===== config.mk =====
export PLATFORM = sky130hd
export DESIGN_NAME = fetch_unit_flat
export DESIGN_NICKNAME = d
export VERILOG_FILES = /design/src/rtl/fetch_unit_if.sv /design/src/rtl/fetch_unit.sv /design/src/flat_wrapper.sv
export SDC_FILE = /design/constraint.sdc
export NUM_CORES = 1
export LEC_CHECK = 0
export BUFFER_PORTS_ARGS = -buffer_cell sky130_fd_sc_hd__buf_2
export CAP_MARGIN = 20
export CORE_UTILIZATION = 49
export CTS_BUF_LIST = sky130_fd_sc_hd__clkbuf_8
export DETAILED_ROUTE_END_ITERATION = 12
export MAX_ROUTING_LAYER = met4
export PLACE_DENSITY = 0.9
export SLEW_MARGIN = 20
export SYNTH_ARGS = -nofsm -noshare
export SYNTH_HDL_FRONTEND = slang
export SYNTH_SLANG_ARGS = --single-unit

===== constraint.sdc =====
create_clock -name clk -period 2.1 [get_ports clk]
set_clock_uncertainty 0.15 [all_clocks]
set_input_delay 0.105 -clock clk [delete_from_list [all_inputs] [get_ports clk]]
set_output_delay 0.105 -clock clk [all_outputs]
set_load 0.03 [all_outputs]

===== src/rtl/fetch_unit_if.sv =====
// Instruction memory read bus between the fetch stage (master) and instruction memory (slave).
interface fetch_unit_if #(
    parameter int ADDR_W = 16,
    parameter int DATA_W = 16
);
    logic [ADDR_W-1:0] mem_addr;
    logic              mem_ren;
    logic [DATA_W-1:0] mem_rdata;
    logic              mem_ready;

    modport master (output mem_addr, mem_ren, input mem_rdata, mem_ready);
    modport slave  (input mem_addr, mem_ren, output mem_rdata, mem_ready);
endinterface


===== src/rtl/fetch_unit.sv =====
// Instruction fetch stage: reads instruction memory at the incoming PC and holds the result for decode.
//
// state  | meaning
// LOAD   | latch pc into req_addr unless a held instruction is stalled
// REQ    | read request outstanding, counting wait states
// ERR    | memory timeout, sticky until reset
module fetch_unit #(
    parameter int ADDR_W   = 16,
    parameter int DATA_W   = 16,
    parameter int MAX_WAIT = 15,
    parameter int CNT_W    = 4
) (
    input  logic              clk,
    input  logic              rst,
    fetch_unit_if.master      mem,
    input  logic [ADDR_W-1:0] pc_i,
    input  logic              stall_i,
    input  logic              flush_i,
    output logic              pc_en_o,
    output logic [DATA_W-1:0] instr_o,
    output logic [ADDR_W-1:0] instr_pc_o,
    output logic              instr_valid_o,
    output logic              fetch_err_o
);
    localparam logic [1:0] S_LOAD = 2'd0;
    localparam logic [1:0] S_REQ  = 2'd1;
    localparam logic [1:0] S_ERR  = 2'd2;

    logic [1:0]        state_q, state_d;
    logic [ADDR_W-1:0] req_addr_q, req_addr_d;
    logic [CNT_W-1:0]  wait_cnt_q, wait_cnt_d;
    logic [DATA_W-1:0] instr_q, instr_d;
    logic [ADDR_W-1:0] instr_pc_q, instr_pc_d;
    logic              valid_q, valid_d;

    always_comb begin
        state_d    = state_q;
        req_addr_d = req_addr_q;
        wait_cnt_d = wait_cnt_q;
        instr_d    = instr_q;
        instr_pc_d = instr_pc_q;
        valid_d    = valid_q;
        case (state_q)
            S_LOAD: begin
                if (flush_i) begin
                    valid_d = 1'b0;
                end else if (!(valid_q && stall_i)) begin
                    // Leaving LOAD also consumes any held instruction decode accepted this cycle.
                    valid_d    = 1'b0;
                    req_addr_d = pc_i;
                    wait_cnt_d = '0;
                    state_d    = S_REQ;
                end
            end
            S_REQ: begin
                if (flush_i) begin
                    valid_d = 1'b0;
                    state_d = S_LOAD;
                end else if (mem.mem_ready) begin
                    instr_d    = mem.mem_rdata;
                    instr_pc_d = req_addr_q;
                    valid_d    = 1'b1;
                    state_d    = S_LOAD;
                end else begin
                    wait_cnt_d = wait_cnt_q + 1'b1;
                    if (wait_cnt_q == CNT_W'(MAX_WAIT - 1)) begin
                        state_d = S_ERR;
                    end
                end
            end
            S_ERR: begin
                valid_d = 1'b0;
            end
            default: begin
                valid_d = 1'b0;
                state_d = S_LOAD;
            end
        endcase
    end

    always_ff @(posedge clk) begin
        if (rst) begin
            state_q    <= S_LOAD;
            req_addr_q <= '0;
            wait_cnt_q <= '0;
            instr_q    <= '0;
            instr_pc_q <= '0;
            valid_q    <= 1'b0;
        end else begin
            state_q    <= state_d;
            req_addr_q <= req_addr_d;
            wait_cnt_q <= wait_cnt_d;
            instr_q    <= instr_d;
            instr_pc_q <= instr_pc_d;
            valid_q    <= valid_d;
        end
    end

    assign mem.mem_addr  = req_addr_q;
    assign mem.mem_ren   = (state_q == S_REQ);
    assign pc_en_o       = (state_q == S_REQ) && mem.mem_ready && !flush_i;
    assign instr_o       = instr_q;
    assign instr_pc_o    = instr_pc_q;
    assign instr_valid_o = valid_q;
    assign fetch_err_o   = (state_q == S_ERR);
endmodule


===== src/flat_wrapper.sv =====
// flat-port wrapper written by rule: the top's interface ports become plain ports
module fetch_unit_flat 
#(
    parameter int ADDR_W   = 16,
    parameter int DATA_W   = 16,
    parameter int MAX_WAIT = 15,
    parameter int CNT_W    = 4
)
  (clk, rst, pc_i, stall_i, flush_i, pc_en_o, instr_o, instr_pc_o, instr_valid_o, fetch_err_o, mem_mem_addr, mem_mem_ren, mem_mem_rdata, mem_mem_ready);
  fetch_unit_if #(.ADDR_W(ADDR_W), .DATA_W(DATA_W)) mem_i ();
  input  logic clk;
  input  logic rst;
  input  logic [ADDR_W-1:0] pc_i;
  input  logic stall_i;
  input  logic flush_i;
  output logic pc_en_o;
  output logic [DATA_W-1:0] instr_o;
  output logic [ADDR_W-1:0] instr_pc_o;
  output logic instr_valid_o;
  output logic fetch_err_o;
  output wire logic [$bits(mem_i.mem_addr)-1:0] mem_mem_addr;
  output wire logic [$bits(mem_i.mem_ren)-1:0] mem_mem_ren;
  input wire logic [$bits(mem_i.mem_rdata)-1:0] mem_mem_rdata;
  input wire logic [$bits(mem_i.mem_ready)-1:0] mem_mem_ready;
  assign mem_mem_addr = mem_i.mem_addr;
  assign mem_mem_ren = mem_i.mem_ren;
  assign mem_i.mem_rdata = mem_mem_rdata;
  assign mem_i.mem_ready = mem_mem_ready;
  fetch_unit #(.ADDR_W(ADDR_W), .DATA_W(DATA_W), .MAX_WAIT(MAX_WAIT), .CNT_W(CNT_W)) u_core (.clk(clk), .rst(rst), .mem(mem_i), .pc_i(pc_i), .stall_i(stall_i), .flush_i(flush_i), .pc_en_o(pc_en_o), .instr_o(instr_o), .instr_pc_o(instr_pc_o), .instr_valid_o(instr_valid_o), .fetch_err_o(fetch_err_o));
endmodule

# Yosys cells after proc, flatten, opt, wreduce, memory -nomap -nowiden
# Cells that the tools add are included.
dict set report word_totals {
  elab_cells 47
  register_bits 55
  input_bits 37
  output_inout_bits 52
}
dict set report op_classes {
  add_sub_neg 1
  n_eq_ne 10
  bitwise_logic 3
  mux 16
  n_reduce_logical 11
}
# cell count
set ops {}
lappend ops {{$mux 4} 4}
lappend ops {{$mux 2} 5}
lappend ops {{$ne 2x2->1 const B} 4}
lappend ops {{$pmux 4 s2} 1}
lappend ops {{$pmux 2 s3} 1}
lappend ops {{$reduce_and 3->1} 2}
lappend ops {{$reduce_and 5->1} 1}
lappend ops {{$add 4x1->4 const B} 1}
lappend ops {{$eq 4x4->1 const B} 1}
lappend ops {{$mux 1} 4}
lappend ops {{$ne 4x2->1 const B} 1}
lappend ops {{$reduce_and 4->1} 1}
lappend ops {{$logic_and 1x1->1} 3}
lappend ops {{$ne 3x2->1 const B} 1}
lappend ops {{$ne 3x3->1 const B} 1}
lappend ops {{$not 1->1} 3}
lappend ops {{$eq 2x1->1 const B} 1}
lappend ops {{$eq 2x2->1 const B} 1}
lappend ops {{$logic_not 2->1} 1}
lappend ops {{$pmux 1 s2} 1}
lappend ops {{$reduce_and 2->1} 1}
lappend ops {{$reduce_bool 2->1} 1}
lappend ops {{$logic_not 1->1} 1}

# Depth between registers and ports, before layout
# Gate-level depths: netlist of run 1.
dict set report depth {
  word_depth 5
  mapped_depth 7
  mapped_depth_nobuf 5
}

# Least setup slack after synthesis of run 1
# Ideal clock, no wire load.
dict set report synth_path {
  path_kind {flip-flop to flip-flop}
  start {register u_core.valid_q (netlist: u_core.instr_valid_o)}
  end {register u_core.wait_cnt_q[3]}
  period_less_slack_ns 1.649
  arrival_ns 1.429
  setup_slack_ns 0.451
  setup_time_ns 0.070
  stages_incl_launch_ff 5
  n_path_buf 1
  cell_sequence {dfxtp_1 -> and3b_2 -> buf_1 -> or4_1 -> a21oi_1}
}
dict set report synth_via {
  elab_chain_cells 3
}
# element line
set synth_lines {}
lappend synth_lines {{start: declaration} fetch_unit.sv:34} ;# logic valid_q, valid_d;
lappend synth_lines {{start signal: assignment} fetch_unit.sv:95} ;# valid_q <= valid_d;
lappend synth_lines {{$logic_and 1x1->1} fetch_unit.sv:47} ;# end else if (!(valid_q && stall_i)) begin
lappend synth_lines {{$ne 2x2->1 (no line)} n/a}
lappend synth_lines {{$reduce_and 5->1 (no line)} n/a}
lappend synth_lines {{end signal: assignment} fetch_unit.sv:92} ;# wait_cnt_q <= wait_cnt_d;
lappend synth_lines {{end: declaration} fetch_unit.sv:31} ;# logic [CNT_W-1:0] wait_cnt_q, wait_cnt_d;
# Every way passes these cells.
# A chain may end at the register's enable or synchronous reset.

# Worst setup path in the final report of run 1
dict set report layout_path {
  start {register u_core.state_q[0]}
  end {output pc_en_o}
}
dict set report layout_via {
  elab_chain_cells 3
}
# element line
set layout_lines {}
lappend layout_lines {{start: declaration} fetch_unit.sv:29} ;# logic [1:0] state_q, state_d;
lappend layout_lines {{start signal: assignment} fetch_unit.sv:90} ;# state_q <= state_d;
lappend layout_lines {{$eq 2x1->1} fetch_unit.sv:101} ;# assign pc_en_o = (state_q == S_REQ) && mem.mem_ready && !flush_i;
lappend layout_lines {{$logic_and 1x1->1 (2 in a row)} fetch_unit.sv:101}
lappend layout_lines {{end: declaration} flat_wrapper.sv:16} ;# output logic pc_en_o;
# Every way passes these cells.

==> metrics.md, run 1 <==
| Metric | Value |
|---|---|
| Initial drt markers | between 100 and 150 |
| Placed Instances | 380 |
| Register bit total from synthesis | 55 |
| R2R Setup Slk | approximately 360 ps |
| Initial antenna violation count | 0 |
| Critical Path Sink Type | output port |
| CTS tree | yes |
| Overall die area | roughly 0.0045 sq mm |
| Port Buffers | 88 |
| Ant. Diodes | 0 |
| Chip width | about 67 um |
| CP startpoint | u_core.state_q[0] |
| Gr usage total | 0.265 |
| Final HPWL DP | 3.42 mm |
| Commonest cells in the netlist | nand2_1 (97), dfxtp_1 (55), a21oi_1 (54) |
| Final Hold Viols | 0 |
| CP Capture Point | pc_en_o |
| Largest cells by area after synthesis | dfxtp_1 (53%), nand2_1 (18%), a21oi_1 (13%), buf_2 (1.9%), clkbuf_1 (1.4%) |
| Fin worst setup slack | approximately 140 ps |
| Drt first pass iters | 4 |
| Worst endpoint data arrival time | ~1700 ps |
| Hold Path Class | in -> reg |
| Initial core utilization | 0.515 |
| Setup violators final | 0 |
| Pwr Density | 666 mW/mm^2 |
| Congestion Overflow GR | 0 |
| Ys async rst share | 0 |
| Post-synth top area share | 0.531 |
| Worst-path fanout max | 33 |
| Setup WS pre-CTS | 358 ps |
| Critical R2R Capture | u_core.wait_cnt_q[1] |
| Register area share after synthesis | 0.531 |
| Synth warn | 0 |
| Final period util | 0.933 |
| Vias in the first global route | roughly 2000 |
| Fin. max-slew vios | 0 |
| Row cnt | 23 |
| Post-Layout Cell Count | 420 |
| CP required | 1850 ps |
| First-pass GRT wire length | a little under 9 mm |
| Total I/O pin count | 89 |
| Worst R2R Path Depth | 3 |
| Most instantiated library cell after synthesis | nand2_1 |
| Syn Area/Cell | 8.07 sq um |
| Setup_tns | 0 ps |
| VDD IR-drop max | ~0.53 mV |
| Die height | 67.1 um |
| Reg clk slew, reported paths | approximately 90 ps |
| Via/cell ratio | 5.16 |
| Syn Inst Count | about 260 |
| Leading area contributor after synthesis | dfxtp_1 |
| Final nets | roughly 410 |
| Top_reg_cell synth | dfxtp_1 |
| # DRC | 0 |
| Largest net degree at the start of global routing | 34 |
| Unique masters post-synth | 29 |
| Leak | between 1 and 1.5 nW |
| Final Cell Area | 0.00293 sq mm |
| CORE AREA | 0.00403 sq mm |
| Cell Area, Placed | 0.00251 sq mm |
| Max Cap Viol | 0 |
| Longest Clk Path Bufs | 2 |
| Startpoint Class | flip-flop |
| Layout area overhead | 41.1% |
| Layout cells sized above 1 | 0.286 |
| Drt total wl | 5.56 mm |
| Slew @ Worst Pin | between 500 and 600 ps |
| Synth Net Count | roughly 300 |
| RSZ-0062 raised after global routing | false |
| Tmin final | approximately 2000 ps |
| Clk_lat worst skew | 310 ps |
| Max Clock Freq | a little over 500 MHz |
| EDFF count, synth | 0 |
| Clock sinks | 55 |
| Post-DR wirelength/cell | between 10 and 15 um |
| CTS Root Cell | clkbuf_8 |
| Setup CP Type | reg -> out |
| Max_slew headroom | 0.613 |
| H-tree levels | 2 |
| Worst r2r src | u_core.state_q[0] |
| Mapped Area | a little over 0.002 sq mm |
| Vias after detailed routing | ~2200 |
| TritonCTS Buffers | 5 |
| Final antenna-violating net count | 0 |
| Status | complete, no violations |
| GP Congestion | between 0.7 and 0.8 |
[registers in the layout, summed over array words and instances, names as in the netlist]
name,cells
u_core.mem.mem_addr,16
u_core.instr_pc_o,16
u_core.state_q,2
u_core.wait_cnt_q,4
u_core.instr_o,16
u_core.instr_valid_o,1
[per-layer routing]
metal | part of all wire | global-route usage
met1 | 0.41 | 0.289
met2 | 0.51 | 0.460
met5 | 0 | -
met4 | 0.035 | 0.128
met3 | 0.049 | 0.0497
[where the power goes]
| group | switching (W) | internal [W] | total [W] |
|---|---|---|---|
| clock | 0.000337 | 0.000235 | 0.000572 |
| combinational | 0.000163 | 0.000117 | 0.000280 |
| sequential | 0.0000254 | 0.00107 | 0.00110 |
[kinds of logic (layout without fill, tap and decap cells)]
family,Yosys count,after routing,share of synthesized area
and+or+nand+nor,112,112,0.224
AOI/OAI and AO/OA,65,65,0.182
DFF,55,55,0.531
buffers and inverters,23,136,0.0519
adders and majority gates,2,2,0.0121
[worst min path at each step]
stage | slack (ps) | to | startpoint | cells past startpoint
after floorplan | 90 | u_core.instr_o[0] | mem_mem_rdata[0] | 2
after global placement | 200 | u_core.mem.mem_addr[2] | pc_i[2] | 3
after detailed placement | 200 | u_core.instr_o[8] | mem_mem_rdata[8] | 3
after CTS | 10 | u_core.instr_valid_o | mem_mem_ready | 3
after global routing | 60 | u_core.instr_valid_o | stall_i | 3
final | 20 | u_core.instr_valid_o | mem_mem_ready | 3
[cell usage in the layout (no fill, tap or decap)]
| cell type | n |
|---|---|
| buf_4 | 4 |
| o21ai_0 | 3 |
| o221a_2 | 1 |
| or4_1 | 2 |
| and3b_2 | 1 |
| nand4bb_1 | 1 |
| nor2_1 | 3 |
| dfxtp_1 | 55 |
| nor3_1 | 1 |
| inv_4 | 1 |
| and2b_1 | 1 |
| a211oi_1 | 1 |
| o21ba_2 | 1 |
| a211o_1 | 1 |
| or3_2 | 2 |
| clkinv_4 | 2 |
| ha_1 | 2 |
| inv_1 | 4 |
| dlygate4sd3_1 | 32 |
| nor2b_1 | 1 |
| nor4b_1 | 1 |
| o31ai_1 | 2 |
| nand2_1 | 97 |
| a2111oi_4 | 1 |
| a2111o_1 | 1 |
| a21oi_1 | 54 |
| nand3_1 | 2 |
| clkbuf_8 | 5 |
| buf_2 | 88 |
[critical path, stage by stage (launching register included)]
cell       delay [ps]
dfxtp_1           570
nand4bb_1         240
inv_4             330
buf_2             270
[layout make-up]
| class | instances | area (sq um) |
|---|---|---|
| well taps | 50 | 62.6 |
| clock buffers | 5 | 68.8 |
| multi-input cells | 179 | 866 |
| flip-flops and latches | 55 | 1100 |
| inverters | 4 | 17.5 |
| fillers | 314 | 1100 |
| clock inverters | 3 | 21.3 |
| repair buffers | 124 | 791 |
[through the flow]
| step | hold slack [ps] | util | total power [W] |
|---|---|---|---|
| 3_3_place_gp | 195 | 0.624 | 0.00135 |
| 3_5_place_dp | 203 | 0.624 | 0.00135 |
| 5_1_grt | 57.8 | 0.727 | 0.00204 |
| 2_1_floorplan | 91.0 | - | 0.00127 |
| 4_1_cts | 12.0 | 0.726 | 0.00196 |
| 6_report | 18.5 | 0.727 | 0.00195 |
[what timing repair did]
item,4_1_cts,5_1_grt
hold endpoints to repair,32,0
gates resized for setup,0,2
endpoints found under the setup margin,0,1
buffers inserted,0,0
hold buffers,32,0
No activity file was read; power rests on OpenSTA's default activity.
==> run 2: changes to the inputs <==
ABC_AREA = 1   (was default)
CORE_UTILIZATION = 48   (was 49)
PLACE_DENSITY = 0.89   (was 0.9)
==> metrics.md, run 2 <==
| Metric | Value |
|---|---|
| Hold Path Class | in -> reg |
| Mapped Area | 0.00204 sq mm (-1.6%) |
| Synth warn | 0 (unchanged) |
| Worst endpoint data arrival time | 1570 ps (-130 ps) |
| Setup_tns | 0 ps (unchanged) |
| Most instantiated library cell after synthesis | dfxtp_1 |
| Worst-path fanout max | 33 (unchanged) |
| Syn Inst Count | 259 (+0.78%) |
| Layout cells sized above 1 | 0.275 (-0.0114) |
| Fin. max-slew vios | 0 (unchanged) |
| Register bit total from synthesis | 55 (unchanged) |
| First-pass GRT wire length | 8.21 mm (-5.7%) |
| Congestion Overflow GR | 0 (unchanged) |
| Final HPWL DP | 3.25 mm (-4.8%) |
| CP Buf/Inv Count | 2 (unchanged) |
| Commonest cells in the netlist | dfxtp_1 (55), o21ai_0 (49), nor2_1 (41) |
| Longest Clk Path Bufs | 2 (unchanged) |
| Overall die area | 0.00452 sq mm (+0.48%) |
| Initial antenna violation count | 0 (unchanged) |
| Layout area overhead | 43.9% |
| CP required | 1850 ps (about the same) |
| Gr usage total | 0.248 (-0.0175) |
| Most common cell after layout, fill and taps aside | buf_2 |
| Hold WS | 9.01 ps (-9.50 ps) |
| Max Clock Freq | 549 MHz (+7.5%) |
| Row cnt | 23 (unchanged) |
| CTS Root Cell | clkbuf_8 |
| Ys async rst share | 0 (unchanged) |
| Reg clk slew, reported paths | 100 ps (about the same) |
| Post-synth top area share | 0.539 (+0.00846) |
| Initial drt markers | 109 (unchanged) |
| CTS tree | yes |
| Unique masters post-synth | 18 (-38%) |
| Initial core utilization | 0.507 (-0.00807) |
| Leading area contributor after synthesis | dfxtp_1 |
| Drt first pass iters | 4 (unchanged) |
| Port Buffers | 88 (unchanged) |
| Status | complete, no violations |
| Total I/O pin count | 89 (unchanged) |
| Register area share after synthesis | 0.539 (+0.00846) |
| Crit-path leading delay family | buffers and inverters |
| Crit-path max cell delay | 440 ps (-130 ps) |
| Startpoint Class | flip-flop |
| Largest cells by area after synthesis | dfxtp_1 (54%), o21ai_0 (12%), a21oi_1 (9.1%), nor2_1 (7.5%), inv_1 (5.5%) |
| Critical Path Sink Type | output port |
| Fill cells | 309 (-1.6%) |
| Final period util | 0.868 (-0.0649) |
| Chip width | 67.2 um (+0.24%) |
| # DRC | 0 (unchanged) |
| Final Hold Viols | 0 (unchanged) |
| Max_slew headroom | 0.647 (+0.0341) |
| CORE AREA | 0.00403 sq mm (unchanged) |
| Final antenna-violating net count | 0 (unchanged) |
| Leak | 1.48 nW (+13%) |
| Die height | 67.2 um (+0.24%) |
| H-tree levels | 2 (unchanged) |
| Setup bufs post-CTS | 0 (unchanged) |
| Clk_lat worst skew | 300 ps (about the same) |
| Clock sinks | 55 (unchanged) |
| Via/cell ratio | 4.99 (-3.4%) |
| Post-DR wirelength/cell | 12.6 um (-5.2%) |
| Vias in the first global route | 1894 (-4.5%) |
| Top_reg_cell synth | dfxtp_1 |
| CP max stage cell | dfxtp_1 |
| Pwr Density | 724 mW/mm^2 (+8.7%) |
| Setup CP Type | reg -> out |
| VDD IR-drop max | 0.472 mV (-10%) |
| Largest net degree at the start of global routing | 35 (+2.9%) |
| Synth Net Count | 298 (+0.68%) |
| Slew @ Worst Pin | 528 ps (-51.8 ps) |
| TritonCTS Buffers | 5 (unchanged) |
| RSZ-0062 raised after global routing | false |
| Crit path cell chain | nand2_2, nor3_4, buf_4, buf_2 |
| Setup violators final | 0 (unchanged) |
| Ant. Diodes | 0 (unchanged) |
| GP Congestion | 0.870 (+19%) |
| Vias after detailed routing | 2135 (-1.5%) |
| EDFF count, synth | 0 (unchanged) |
| Tmin final | 1820 ps (-136 ps) |
| Most frequent cells in the layout | buf_2 (88), dfxtp_1 (55), o21ai_0 (49), nor2_1 (41), a21oi_1 (37) |
| Max Cap Viol | 0 (unchanged) |
| Final nets | 416 (+2.0%) |
| Drt total wl | 5.38 mm (-3.3%) |
| R2R Setup Slk | 580 ps (+220 ps) |
| Syn Area/Cell | 7.88 sq um (-2.3%) |
run 2: layer usage:
layer,part of all wire,vias to the layer above,wire [um],track usage
li1,-,1075,-,-
met1,0.40,995,2150,0.280
met2,0.54,55,2920,0.428
met3,0.035,10,186,0.0439
met4,0.023,0,123,0.106
met5,0,-,0,-
run 2: final cells by class:
| class | instances | area, sq um | share of cell area |
|---|---|---|---|
| flip-flops and latches | 55 | 1100 | 0.375 |
| repair buffers | 125 | 813 | 0.277 |
| multi-input cells | 159 | 758 | 0.258 |
| inverters | 31 | 116 | 0.0396 |
| clock buffers | 5 | 68.8 | 0.0234 |
| well taps | 50 | 62.6 | 0.0213 |
| clock inverters | 3 | 18.8 | 0.00639 |
run 2: worst paths after layout:
kind                           start                     to  cells past startpoint
min                    mem_mem_ready   u_core.wait_cnt_q[0]                      4
max reg2reg        u_core.state_q[0]     u_core.instr_o[13]                      6
min reg2reg  u_core.mem.mem_addr[13]  u_core.instr_pc_o[13]                      2
max                u_core.state_q[0]                pc_en_o                      4
run 2: kinds of logic (layout without fill, tap and decap cells):
kind of cell,count (synthesis),count (layout),share of synthesized area
buffers and inverters,45,164,0.0895
flip-flops,55,55,0.539
adder cells (fa/ha/maj),2,2,0.0123
AO/OA/AOI/OAI,87,87,0.213
AND/OR/NAND/NOR,70,70,0.146
run 2: what timing repair did:
item | in CTS | in global routing
hold buffers | 33 | 0
endpoints found under the hold margin | 36 | 0
resized for setup | 0 | 0
run 2: worst min-delay path, stage by stage:
cell and delay [ps]:
buf_2 90, nand2_1 80, nand3_1 90, a21oi_1 50
run 2: power breakdown:
part           internal [W]  total (W)  switching, W
Combinational      0.000154   0.000423      0.000269
Clock              0.000235   0.000567      0.000332
Sequential          0.00110    0.00114     0.0000352
run 2: stage by stage:
step / std cells / util / setup WS, ps / instance area (sq um) / total power (W)
2_1_floorplan: 259 / - / 707 / 2040 / 0.00141
3_3_place_gp: 387 / 0.626 / 647 / 2520 / 0.00152
3_5_place_dp: 387 / 0.626 / 599 / 2520 / 0.00153
4_1_cts: 428 / 0.730 / 273 / 2940 / 0.00214
5_1_grt: 428 / 0.730 / 153 / 2940 / 0.00223
6_report: 428 / 0.730 / 277 / 2940 / 0.00213
==> run 3: changes to the inputs <==
BUFFER_PORTS_ARGS = default   (was -buffer_cell sky130_fd_sc_hd__buf_2)
CORE_UTILIZATION = 55   (was 48)
DONT_BUFFER_PORTS = 1   (was default)
PLACE_DENSITY = 0.78   (was 0.89)
==> metrics.md, run 3 (synthesized netlist as in run 2, its figures left out) <==
| Metric | Value |
|---|---|
| Crit path cell chain | dlygate4sd3_1, nor2_1, nand3_1, nand2_1, a21oi_1, dlygate4sd3_1 |
| First-pass GRT wire length | 7.71 mm (-6.1%) |
| CP dominant cell by count | dlygate4sd3_1 |
| Post-DR wirelength/cell | 13.9 um (+11%) |
| Worst-path fanout max | 6 (-82%) |
| R2R Setup Slk | 180 ps (-400 ps) |
| Final Hold Viols | 0 (unchanged) |
| Leak | 1.08 nW (-27%) |
| Critical Path Sink Type | flip-flop |
| Via/cell ratio | 5.20 (+4.2%) |
| CP required | 2140 ps (+290 ps) |
| Max_slew headroom | 0.625 (-0.0228) |
| Crit-path max cell delay | 560 ps (+120 ps) |
| Slew @ Worst Pin | 561 ps (+32.7 ps) |
| Fin. max-slew vios | 0 (unchanged) |
| H-tree levels | 2 (unchanged) |
| Setup CP Type | in -> reg |
| Gr usage total | 0.256 (+0.00801) |
| Max Clock Freq | 519 MHz (-5.3%) |
| Crit-path leading delay family | buffers and inverters |
| Tmin final | 1930 ps (+102 ps) |
| Vias in the first global route | 1754 (-7.4%) |
| Register area | 0.00110 sq mm (+0.11%) |
| Startpoint Class | input pin |
| CORE AREA | 0.00344 sq mm (-15%) |
| Final nets | 332 (-20%) |
| TritonCTS Buffers | 5 (unchanged) |
| Max Cap Viol | 0 (unchanged) |
| CTS tree | yes |
| Area of the multi-input gates | 758 sq um (unchanged) |
| Fill cells | 288 (-6.8%) |
| Final period util | 0.917 (+0.0488) |
| GP Congestion | 0.765 (-12%) |
| Initial antenna violation count | 0 (unchanged) |
| Most frequent cells in the layout | dfxtp_1 (54), o21ai_0 (49), nor2_1 (41), a21oi_1 (37), dlygate4sd3_1 (37) |
| Congestion Overflow GR | 0 (unchanged) |
| CTS Root Cell | clkbuf_8 |
| Chip width | 62.9 um (-6.4%) |
| Layout area overhead | 24.6% |
| Overall die area | 0.00396 sq mm (-12%) |
| Clk_lat worst skew | 310 ps (about the same) |
| Overall power | 0.00208 W (-2.1%) |
| Final HPWL DP | 2.82 mm (-13%) |
| Ant. Diodes | 0 (unchanged) |
| Setup bufs post-CTS | 0 (unchanged) |
| Worst endpoint data arrival time | 1970 ps (+400 ps) |
| Drt total wl | 4.73 mm (-12%) |
| Total I/O pin count | 89 (unchanged) |
| # DRC | 0 (unchanged) |
| Vias after detailed routing | 1767 (-17%) |
| Largest net degree at the start of global routing | 35 (unchanged) |
| Hold Path Class | in -> reg |
| Initial drt markers | 161 (+48%) |
| Final antenna-violating net count | 0 (unchanged) |
| Longest Clk Path Bufs | 2 (unchanged) |
| Pwr Density | 819 mW/mm^2 (+13%) |
| Drt first pass iters | 4 (unchanged) |
| Most common cell after layout, fill and taps aside | dfxtp_1 |
| Setup_tns | 0 ps (unchanged) |
| Port Buffers | 0 (-100%) |
| CP max stage cell | dlygate4sd3_1 |
| Status | complete, no violations |
| CP Buf/Inv Count | 2 (unchanged) |
| Row cnt | 21 (-8.7%) |
| Initial core utilization | 0.593 (+0.0864) |
| Layout cells sized above 1 | 0.0578 (-0.217) |
| Die height | 62.9 um (-6.4%) |
| Setup violators final | 0 (unchanged) |
| Fin util | 0.739 (+0.00950) |
| RSZ-0062 raised after global routing | false |
| Reg clk slew, reported paths | 90 ps (about the same) |
| VDD IR-drop max | 0.588 mV (+25%) |
| Clock sinks | 55 (unchanged) |
[run 3: metal layers]
layer	routed length (um)	vias to the layer above	GRT usage
li1	-	909	-
met1	2020	790	0.291
met2	2360	60	0.437
met3	289	8	0.0693
met4	52	0	0.0727
met5	0	-	-
[run 3: through the flow]
step,cells,setup WS (ps),instance area [sq um],hold slack [ps]
finish,340,175,2540,32.2
global route,340,103,2540,63.1
CTS,340,111,2540,35.0
detailed placement,295,520,2080,27.5
global placement,295,535,2080,26.0
floorplan,259,707,2040,24.1
[run 3: worst min-delay path: stages]
cell,delay (ps)
nor3_4,30
buf_4,180
a21oi_1,140
[run 3: where the power goes]
group	switching [W]	total [W]	internal (W)
Sequential	0.000152	0.00126	0.00110
Clock	0.000333	0.000603	0.000270
Combinational	0.000129	0.000225	0.0000967
Total	0.000613	0.00208	0.00147
[run 3: cell type report]
class                           count  share of cell area
Sequential cell                    55               0.433
Inverter                           31              0.0457
Clock inverter                      2             0.00541
Tap cell                           46              0.0226
Clock buffer                        6              0.0325
Multi-Input combinational cell    159               0.298
Timing Repair Buffer               41               0.162
[run 3: timing repair]
action,in CTS,in global routing
resized for setup,0,1
setup endpoints to repair,0,1
endpoints found under the hold margin,38,0
hold buffers,37,0
[run 3: path summary, 6_finish.rpt]
kind | cells after the start | from | endpoint
min | 3 | flush_i | u_core.instr_pc_o[15]
max | 6 | flush_i | u_core.wait_cnt_q[2]
min reg2reg | 2 | u_core.wait_cnt_q[0] | u_core.wait_cnt_q[0]
max reg2reg | 5 | u_core.state_q[1] | u_core.wait_cnt_q[2]
